## config.mk

```make
export PLATFORM = sky130hd
export DESIGN_NAME = css_mcu0_el2_dbg_abscmd_ctl_flat
export DESIGN_NICKNAME = d
export VERILOG_FILES = /design/src/rtl/css_mcu0_el2_dbg_abscmd_ctl_if.sv /design/src/rtl/css_mcu0_el2_dbg_abscmd_ctl.sv /design/src/flat_wrapper.sv
export SDC_FILE = /design/constraint.sdc
export NUM_CORES = 1
export LEC_CHECK = 0
export CORE_ASPECT_RATIO = 1.4
export CORE_UTILIZATION = 36
export CTS_BUF_LIST = sky130_fd_sc_hd__clkbuf_16
export DETAILED_ROUTE_END_ITERATION = 12
export HOLD_SLACK_MARGIN = 0.05
export MAX_ROUTING_LAYER = met4
export PLACE_DENSITY_LB_ADDON = 0.12
export SLEW_MARGIN = 10
export SYNTH_ARGS = -nofsm -noshare
export SYNTH_HDL_FRONTEND = slang
export SYNTH_SLANG_ARGS = --single-unit
```

## constraint.sdc

```tcl
create_clock -name clk -period 1.5 [get_ports clk]
set_input_delay 0.3 -clock clk [delete_from_list [all_inputs] [get_ports clk]]
set_output_delay 0.3 -clock clk [all_outputs]
set_load 0.005 [all_outputs]
```

## src/rtl/css_mcu0_el2_dbg_abscmd_ctl_if.sv

```systemverilog
// Abstract-command bus bundle: DMI request/response plus core dbg_cmd port.
// Modports: slave = sequencer side, master = DMI block + core side.
interface css_mcu0_el2_dbg_abscmd_ctl_if;
  logic        req_valid;
  logic        req_ready;
  logic        req_write;
  logic [1:0]  req_type;
  logic [31:0] req_addr;
  logic [31:0] req_wdata;
  logic        core_halted;
  logic        dbg_cmd_valid;
  logic        dbg_cmd_write;
  logic [1:0]  dbg_cmd_type;
  logic [31:0] dbg_cmd_addr;
  logic [31:0] dbg_cmd_wrdata;
  logic        dec_dbg_cmd_done;
  logic        dec_dbg_cmd_fail;
  logic [31:0] dec_dbg_rddata;
  logic        rsp_valid;
  logic        rsp_ready;
  logic [2:0]  rsp_err;
  logic [31:0] rsp_rdata;
  logic        busy;

  modport slave (
    input  req_valid, req_write, req_type,
    input  req_addr, req_wdata, core_halted,
    input  dec_dbg_cmd_done, dec_dbg_cmd_fail,
    input  dec_dbg_rddata, rsp_ready,
    output req_ready, dbg_cmd_valid,
    output dbg_cmd_write, dbg_cmd_type,
    output dbg_cmd_addr, dbg_cmd_wrdata,
    output rsp_valid, rsp_err, rsp_rdata, busy
  );

  modport master (
    output req_valid, req_write, req_type,
    output req_addr, req_wdata, core_halted,
    output dec_dbg_cmd_done, dec_dbg_cmd_fail,
    output dec_dbg_rddata, rsp_ready,
    input  req_ready, dbg_cmd_valid,
    input  dbg_cmd_write, dbg_cmd_type,
    input  dbg_cmd_addr, dbg_cmd_wrdata,
    input  rsp_valid, rsp_err, rsp_rdata, busy
  );
endinterface

```

## src/rtl/css_mcu0_el2_dbg_abscmd_ctl.sv

```systemverilog
// Abstract GPR/CSR command sequencer: accept, issue to core, wait, respond.
// Ports: clk, rst_l (sync active-low), bus (slave modport of the _if).
// Macro CSS_MCU0_DBG_CMD_TIMEOUT_EN adds the WAIT timeout (err 7) path.
module css_mcu0_el2_dbg_abscmd_ctl #(
  parameter int unsigned TIMEOUT_CYCLES = 255
) (
  input  logic clk,
  input  logic rst_l,
  css_mcu0_el2_dbg_abscmd_ctl_if.slave bus
);

  if (TIMEOUT_CYCLES < 1 || TIMEOUT_CYCLES > 65535) begin : g_tmo_range
    $error("TIMEOUT_CYCLES out of range 1..65535");
  end

  typedef enum logic [1:0] {
    IDLE, ISSUE, WAIT, RESP
  } state_t;

  state_t      state_q, state_d;
  logic        write_q, write_d;
  logic [1:0]  type_q, type_d;
  logic [31:0] addr_q, addr_d;
  logic [31:0] wdata_q, wdata_d;
  logic [2:0]  err_q, err_d;
  logic [31:0] rdata_q, rdata_d;
  logic        req_ready;
  logic        cmd_valid;
  logic        rsp_valid;

`ifdef CSS_MCU0_DBG_CMD_TIMEOUT_EN
  localparam int CW = $clog2(TIMEOUT_CYCLES + 1);
  localparam logic [CW-1:0] TMAX = CW'(TIMEOUT_CYCLES);
  logic [CW-1:0] cnt_q, cnt_d;
`endif

  always_ff @(posedge clk) begin
    if (!rst_l) begin
      state_q <= IDLE;
    end else begin
      state_q <= state_d;
    end
  end

  always_ff @(posedge clk) begin
    if (!rst_l) begin
      write_q <= 1'b0;
      type_q  <= 2'd0;
      addr_q  <= '0;
      wdata_q <= '0;
      err_q   <= 3'd0;
      rdata_q <= '0;
`ifdef CSS_MCU0_DBG_CMD_TIMEOUT_EN
      cnt_q   <= '0;
`endif
    end else begin
      write_q <= write_d;
      type_q  <= type_d;
      addr_q  <= addr_d;
      wdata_q <= wdata_d;
      err_q   <= err_d;
      rdata_q <= rdata_d;
`ifdef CSS_MCU0_DBG_CMD_TIMEOUT_EN
      cnt_q   <= cnt_d;
`endif
    end
  end

  always_comb begin
    state_d   = state_q;
    write_d   = write_q;
    type_d    = type_q;
    addr_d    = addr_q;
    wdata_d   = wdata_q;
    err_d     = err_q;
    rdata_d   = rdata_q;
`ifdef CSS_MCU0_DBG_CMD_TIMEOUT_EN
    cnt_d     = cnt_q;
`endif
    req_ready = 1'b0;
    cmd_valid = 1'b0;
    rsp_valid = 1'b0;
    unique case (state_q)
      IDLE: begin
        req_ready = 1'b1;
        if (bus.req_valid) begin
          write_d = bus.req_write;
          // bit 1 only ever marks a rejected type, so
          // the core-facing type stays 0/1
          type_d  = {1'b0, bus.req_type[0]};
          addr_d  = bus.req_addr;
          wdata_d = bus.req_wdata;
          rdata_d = '0;
          err_d   = 3'd0;
          if (bus.req_type[1]) begin
            err_d   = 3'd2;
            state_d = RESP;
          end else if (!bus.core_halted) begin
            err_d   = 3'd4;
            state_d = RESP;
          end else begin
            state_d = ISSUE;
          end
        end
      end
      ISSUE: begin
        cmd_valid = 1'b1;
        state_d   = WAIT;
`ifdef CSS_MCU0_DBG_CMD_TIMEOUT_EN
        cnt_d     = '0;
`endif
      end
      WAIT: begin
        // done has priority over a same-cycle timeout
        if (bus.dec_dbg_cmd_done) begin
          err_d   = bus.dec_dbg_cmd_fail ? 3'd3 : 3'd0;
          rdata_d = (!bus.dec_dbg_cmd_fail && !write_q)
                  ? bus.dec_dbg_rddata : '0;
          state_d = RESP;
        end
`ifdef CSS_MCU0_DBG_CMD_TIMEOUT_EN
        else if (cnt_q >= TMAX) begin
          err_d   = 3'd7;
          rdata_d = '0;
          state_d = RESP;
        end else begin
          cnt_d = cnt_q + 1'b1;
        end
`endif
      end
      RESP: begin
        rsp_valid = 1'b1;
        if (bus.rsp_ready) begin
          state_d = IDLE;
        end
      end
      default: state_d = IDLE;
    endcase
  end

  assign bus.req_ready      = req_ready;
  assign bus.dbg_cmd_valid  = cmd_valid;
  assign bus.dbg_cmd_write  = write_q;
  assign bus.dbg_cmd_type   = type_q;
  assign bus.dbg_cmd_addr   = addr_q;
  assign bus.dbg_cmd_wrdata = wdata_q;
  assign bus.rsp_valid      = rsp_valid;
  assign bus.rsp_err        = err_q;
  assign bus.rsp_rdata      = rdata_q;
  assign bus.busy           = (state_q != IDLE);

endmodule

```

## src/flat_wrapper.sv

```systemverilog
// flat-port wrapper written by rule: the top's interface ports become plain ports
module css_mcu0_el2_dbg_abscmd_ctl_flat 
#(
  parameter int unsigned TIMEOUT_CYCLES = 255
)
  (clk, rst_l, bus_req_valid, bus_req_write, bus_req_type, bus_req_addr, bus_req_wdata, bus_core_halted, bus_dec_dbg_cmd_done, bus_dec_dbg_cmd_fail, bus_dec_dbg_rddata, bus_rsp_ready, bus_req_ready, bus_dbg_cmd_valid, bus_dbg_cmd_write, bus_dbg_cmd_type, bus_dbg_cmd_addr, bus_dbg_cmd_wrdata, bus_rsp_valid, bus_rsp_err, bus_rsp_rdata, bus_busy);
  css_mcu0_el2_dbg_abscmd_ctl_if bus_i ();
  input  logic clk;
  input  logic rst_l;
  input wire logic [$bits(bus_i.req_valid)-1:0] bus_req_valid;
  input wire logic [$bits(bus_i.req_write)-1:0] bus_req_write;
  input wire logic [$bits(bus_i.req_type)-1:0] bus_req_type;
  input wire logic [$bits(bus_i.req_addr)-1:0] bus_req_addr;
  input wire logic [$bits(bus_i.req_wdata)-1:0] bus_req_wdata;
  input wire logic [$bits(bus_i.core_halted)-1:0] bus_core_halted;
  input wire logic [$bits(bus_i.dec_dbg_cmd_done)-1:0] bus_dec_dbg_cmd_done;
  input wire logic [$bits(bus_i.dec_dbg_cmd_fail)-1:0] bus_dec_dbg_cmd_fail;
  input wire logic [$bits(bus_i.dec_dbg_rddata)-1:0] bus_dec_dbg_rddata;
  input wire logic [$bits(bus_i.rsp_ready)-1:0] bus_rsp_ready;
  output wire logic [$bits(bus_i.req_ready)-1:0] bus_req_ready;
  output wire logic [$bits(bus_i.dbg_cmd_valid)-1:0] bus_dbg_cmd_valid;
  output wire logic [$bits(bus_i.dbg_cmd_write)-1:0] bus_dbg_cmd_write;
  output wire logic [$bits(bus_i.dbg_cmd_type)-1:0] bus_dbg_cmd_type;
  output wire logic [$bits(bus_i.dbg_cmd_addr)-1:0] bus_dbg_cmd_addr;
  output wire logic [$bits(bus_i.dbg_cmd_wrdata)-1:0] bus_dbg_cmd_wrdata;
  output wire logic [$bits(bus_i.rsp_valid)-1:0] bus_rsp_valid;
  output wire logic [$bits(bus_i.rsp_err)-1:0] bus_rsp_err;
  output wire logic [$bits(bus_i.rsp_rdata)-1:0] bus_rsp_rdata;
  output wire logic [$bits(bus_i.busy)-1:0] bus_busy;
  assign bus_i.req_valid = bus_req_valid;
  assign bus_i.req_write = bus_req_write;
  assign bus_i.req_type = bus_req_type;
  assign bus_i.req_addr = bus_req_addr;
  assign bus_i.req_wdata = bus_req_wdata;
  assign bus_i.core_halted = bus_core_halted;
  assign bus_i.dec_dbg_cmd_done = bus_dec_dbg_cmd_done;
  assign bus_i.dec_dbg_cmd_fail = bus_dec_dbg_cmd_fail;
  assign bus_i.dec_dbg_rddata = bus_dec_dbg_rddata;
  assign bus_i.rsp_ready = bus_rsp_ready;
  assign bus_req_ready = bus_i.req_ready;
  assign bus_dbg_cmd_valid = bus_i.dbg_cmd_valid;
  assign bus_dbg_cmd_write = bus_i.dbg_cmd_write;
  assign bus_dbg_cmd_type = bus_i.dbg_cmd_type;
  assign bus_dbg_cmd_addr = bus_i.dbg_cmd_addr;
  assign bus_dbg_cmd_wrdata = bus_i.dbg_cmd_wrdata;
  assign bus_rsp_valid = bus_i.rsp_valid;
  assign bus_rsp_err = bus_i.rsp_err;
  assign bus_rsp_rdata = bus_i.rsp_rdata;
  assign bus_busy = bus_i.busy;
  css_mcu0_el2_dbg_abscmd_ctl #(.TIMEOUT_CYCLES(TIMEOUT_CYCLES)) u_core (.clk(clk), .rst_l(rst_l), .bus(bus_i));
endmodule
```

Yosys cells after proc, flatten, opt, wreduce, memory -nomap -nowiden
Cells that the tools add are included.
- register bits: 103
- output and inout bits: 106
- muxes and demuxes: 19
- eq/ne operators: 6
- reduce and logical (&&, ||, !) cells: 9
- operators by type and width (operator ; number):
    $mux W32 ; 3
    $pmux W32 S2 ; 1
    $mux W2 ; 6
    $mux W3 ; 4
    $pmux W2 S4 ; 1
    $ne A2 B2 Y1 const B ; 3
    $pmux W3 S2 ; 1
    $reduce_and A3 Y1 ; 2
    $eq A2 B2 Y1 const B ; 2
    $reduce_bool A2 Y1 ; 2
    $mux W1 ; 3
    $eq A2 B1 Y1 const B ; 1
    $logic_not A1 Y1 ; 2
    $logic_not A2 Y1 ; 1
    $reduce_and A2 Y1 ; 1
    $logic_and A1 B1 Y1 ; 1

Depth between registers and ports, before layout
- word-level depth: 5
- gate-level depth with buffers: 8
- depth with buffers taken out: 5

Least setup slack after synthesis
OpenSTA, ideal clock, no wires.
- path kind: reg2reg
- start point: reg u_core.state_q[0]
- end point: reg u_core.rdata_q[10], in the netlist u_core.bus.rsp_rdata[10]
- arrival time: 1.395 ns
- path slack: -0.016 ns
- buffers on the path: 1
- library setup time: 0.121 ns
- cell stages (with the launch flop): 7
- path through: dfxtp_1 -> inv_1 -> ha_1 -> mux2_2 -> buf_4 -> nand4_1 -> o21ai_0
- cells in the longest elaborated chain, start to end: 3
- elaborated cells on any way between the ends: 7
- those cells by class: eq/ne: 3; mux: 1; reduce/logical: 3
- RTL lines (element ; line ; source):
    start: declaration ; css_mcu0_el2_dbg_abscmd_ctl.sv:20 ; state_t state_q, state_d;
    start signal: assignment ; css_mcu0_el2_dbg_abscmd_ctl.sv:41 ; state_q <= state_d;
    $eq A2 B2 Y1 / $logic_not A2 Y1 (equally long branches) ; css_mcu0_el2_dbg_abscmd_ctl.sv:83 ; unique case (state_q)
    $ne A2 B2 Y1 (no line) / $reduce_bool A2 Y1 (equally long branches) ; -- ;
    $reduce_and A3 Y1 (no line) ; -- ;
    end signal: assignment ; css_mcu0_el2_dbg_abscmd_ctl.sv:62 ; rdata_q <= rdata_d;
    end: declaration ; css_mcu0_el2_dbg_abscmd_ctl.sv:26 ; logic [31:0] rdata_q, rdata_d;
Several ways; a longest one is shown, not always the timed one.
A chain may end at the register's enable or synchronous reset.

Worst setup path after layout
- start point: reg u_core.addr_q[16], in the netlist u_core.bus.dbg_cmd_addr[16]
- end point: out bus_dbg_cmd_addr[16]
- RTL lines (element ; line ; source):
    start: declaration ; css_mcu0_el2_dbg_abscmd_ctl.sv:23 ; logic [31:0] addr_q, addr_d;
    start signal: assignment ; css_mcu0_el2_dbg_abscmd_ctl.sv:59 ; addr_q <= addr_d;
    end: declaration ; flat_wrapper.sv:24 ; output wire logic [$bits(bus_i.dbg_cmd_addr)-1:0] bus_dbg_cmd_addr;
No word-level cell between the ends.

==> impl_metrics.csv <==
group,metric,value,unit
clock_tree,clkLatencyLatePin,340,ps
power_and_ir_drop,switching_share,32.3,%
hold_path,holdPathEnd,"u_core.bus.rsp_rdata[27]",
critical_path,cp-start-kind,"flip-flop",
detailed_routing,wl_per_cell,14.5,um
global_routing,overflow,0,
detailed_routing,ant_nets,0,
floorplanning,core_area,0.0109,sq mm
placement,dp.cells,809,
power_and_ir_drop,peakVddDrop,0.879,mV
critical_path,slowest_stage,"clkdlybuf4s50_1",
timing,period_needed,1470,ps
placement,preCtsSetupSlack,-132,ps
hold_path,hold_path_depth,2,
cells_and_area,syn2layout_area_growth,66.9,%
timing,rsz0062_at_grt,"yes",
detailed_routing,drc,0,
placement,dpl_cell_area,0.00636,sq mm
cells_and_area,diodes,0,
power_and_ir_drop,power_density,1340,mW/mm^2
timing,fin_ws,29.5,ps
logic_synthesis,synth_top_area_share,50.5,%
logic_synthesis,synth_area_leaders,"dfxtp_1 (50%), nand2_1 (15%), a21boi_1 (7.4%), nand4_1 (4.9%), a21boi_0 (4.8%)",
global_routing,grt_pass1_vias,3736,
cells_and_area,finalInstanceArea,0.00682,sq mm
floorplanning,die_y,128,um
timing,hold_violations,0,
floorplanning,rows,45,
timing,maxSlewViolCount,0,
global_routing,grt_max_degree,50,
clock_tree,ctsLongestPathBuffers,2,
power_and_ir_drop,power.leakage,3.45,nW
detailed_routing,via_per_inst,4.75,
global_routing,grt_pass1_wl,18700,um
cells_and_area,finalNonFillerCells,826,
power_and_ir_drop,power_frac_seq,36.4,%
clock_tree,clk_pin_slew,60,ps
logic_synthesis,avgSynthCellArea,8.62,sq um
clock_tree,numCtsBuffers,9,
placement,place_congestion,0.760,
floorplanning,fp.dieW,92.0,um
critical_path,required,1200,ps
global_routing,antenna_found_initial,0,
critical_path,cpPeakStageDelay,520,ps
cells_and_area,mostFrequentLayoutCells,"nand2_1 (167), clkdlybuf4s50_1 (126), dfxtp_1 (86)",
timing,tns,0,ps
critical_path,path_delay_family,"buffers and inverters",
logic_synthesis,synth_cells,474,
power_and_ir_drop,internal-power,6.20,mW
floorplanning,io_pins,212,
timing,clock_skew,5.17,ps
power_and_ir_drop,comb_power_share,39.0,%
global_routing,grt_use_total,20.5,%
hold_path,worstHoldPathType,"reg2reg",
cells_and_area,drive_above_1_share,10.7,%
placement,numPortBuffers,210,
floorplanning,dieArea,0.0118,sq mm
run_status,status,"complete, no violations",
critical_path,r2r_setup_slack,60,ps
critical_path,path_buf_inv,1,
critical_path,crit_path_end_kind,"output pin",
critical_path,worstPathMaxFanout,2,
floorplanning,initial_core_util,37.4,%
critical_path,arrival,1170,ps
cells_and_area,final_common_cell,"nand2_1",
job,maxCapViolations,0,
timing,finalCritPeriodShare,98.0,%
logic_synthesis,synth_top_area_cell,"dfxtp_1",
timing,finalSetupViolCount,0,
logic_synthesis,postSynthNetCount,585,
clock_tree,cts_root_buf,"clkbuf_16",
power_and_ir_drop,power.clock.fraction,24.6,%
logic_synthesis,synth_seq_cells,103,
critical_path,critPathKind,"reg2out",
detailed_routing,firstDrtPassIters,4,
logic_synthesis,netlist_area,0.00408,sq mm
power_and_ir_drop,switchingPower,2.96,mW
placement,dp_hpwl,8410,um
detailed_routing,wl,11900,um
cells_and_area,num-nets-final,791,
logic_synthesis,yosysSeqAreaShare,50.5,%
critical_path,reg2reg_depth,6,
timing,fmax,680,MHz
hold_path,hold_start,"u_core.bus.rsp_rdata[27]",
critical_path,rr_endpoint,"u_core.bus.rsp_rdata[9]",
clock_tree,ctsHtreeMaxLevel,3,
cells_and_area,fillCellCount,963,
power_and_ir_drop,power.total,9.15,mW
logic_synthesis,synth.distinct_cells,28,
clock_tree,cts.sinks,103,
detailed_routing,num_vias,3924,
critical_path,r2r_start,"u_core.state_q[1]",
logic_synthesis,yosysWarnings,0,
clock_tree,cts_tree,"built",
detailed_routing,drtIter0Drc,95,
critical_path,path_cells,"clkdlybuf4s50_1",
## flip-flops by register name, indices dropped and copies added (netlist names)
register,flops
u_core.state_q,2
u_core.bus.dbg_cmd_wrdata,32
u_core.bus.dbg_cmd_type,1
u_core.bus.dbg_cmd_write,1
u_core.bus.rsp_err,3
u_core.bus.dbg_cmd_addr,32
u_core.bus.rsp_rdata,32
## logic make-up (layout without fill, tap and decap cells)
| family | after synthesis | in the layout | share of synthesized area (%) |
|---|---|---|---|
| AND/OR/NAND/NOR | 209 | 209 | 22.0 |
| flip-flops | 103 | 103 | 50.5 |
| buffers and inverters | 46 | 257 | 7.08 |
| adder cells (fa/ha/maj) | 5 | 5 | 1.53 |
| other | 1 | 1 | 0.0918 |
| multiplexers | 6 | 6 | 1.59 |
| AO/OA/AOI/OAI | 104 | 104 | 17.2 |
## timing repair
action / in CTS / in global routing
gates resized for setup: 50 / 75
setup buffers: 0 / 0
pin swaps: 0 / 0
hold buffers: 0 / 0
gates cloned: 0 / 1
endpoints found under the setup margin: 70 / 146
## metal layers
metal / share of wire (%) / vias up / GRT usage, % / wire length, um
met2: 51 / 130 / 34.7 / 6110
met5: 0 / - / - / 0
met3: 5.2 / 13 / 4.15 / 626
li1: - / 1989 / - / -
met4: 1.9 / 0 / 7.17 / 223
met1: 42 / 1792 / 24.1 / 4970
## per-stage QoR
step / utilization (%) / hold WS (ps)
after detailed placement: 58.2 / 443
after global placement: 58.2 / 437
final: 62.4 / 449
after CTS: 60.5 / 450
after global routing: 62.4 / 463
after floorplan: - / 401
## Yosys cell counts
cell type	number
dfxtp_1	103
nand4_1	32
nand2b_1	2
and4bb_2	1
conb_1	1
o21ai_1	13
o21ai_0	20
mux2_2	1
mux2i_1	4
o211a_1	1
and2_1	1
buf_6	8
buf_4	11
inv_1	4
buf_2	12
ha_1	5
nand3_1	2
mux2i_2	1
nand2_1	168
a21boi_1	40
a21boi_0	26
o41ai_1	1
nor2_4	1
o211ai_1	2
and2b_1	1
nand3b_1	1
clkbuf_1	11
o221ai_1	1
## area by class of cell
type / instances / area, sq um / share of cell area, %
clock inverters: 7 / 57.6 / 0.844
flip-flops and latches: 103 / 2080 / 30.6
multi-input cells: 325 / 1780 / 26.1
inverters: 4 / 17.5 / 0.257
repair buffers: 237 / 2480 / 36.3
well taps: 141 / 176 / 2.59
clock buffers: 9 / 225 / 3.30
## power groups by stage
stage	clock network [mW]	registers (mW)	logic, mW
finish	2.25	3.33	3.57
CTS	2.32	3.32	3.48
global placement	0	3.36	3.47
global route	2.45	3.38	3.91
detailed placement	0	3.38	3.54
floorplan	0	3.41	1.77
## how the worst max path moves through the flow
stage,end,start,depth (start not counted)
after floorplan,u_core.bus.rsp_rdata[10],u_core.state_q[0],8
after global placement,u_core.bus.dbg_cmd_wrdata[22],bus_req_valid,5
after detailed placement,u_core.bus.dbg_cmd_wrdata[9],bus_req_valid,5
after CTS,bus_busy,u_core.state_q[1],4
after global routing,u_core.bus.rsp_rdata[8],u_core.state_q[1],6
final,bus_dbg_cmd_addr[16],u_core.bus.dbg_cmd_addr[16],1
(Power assumes the default switching activity.)
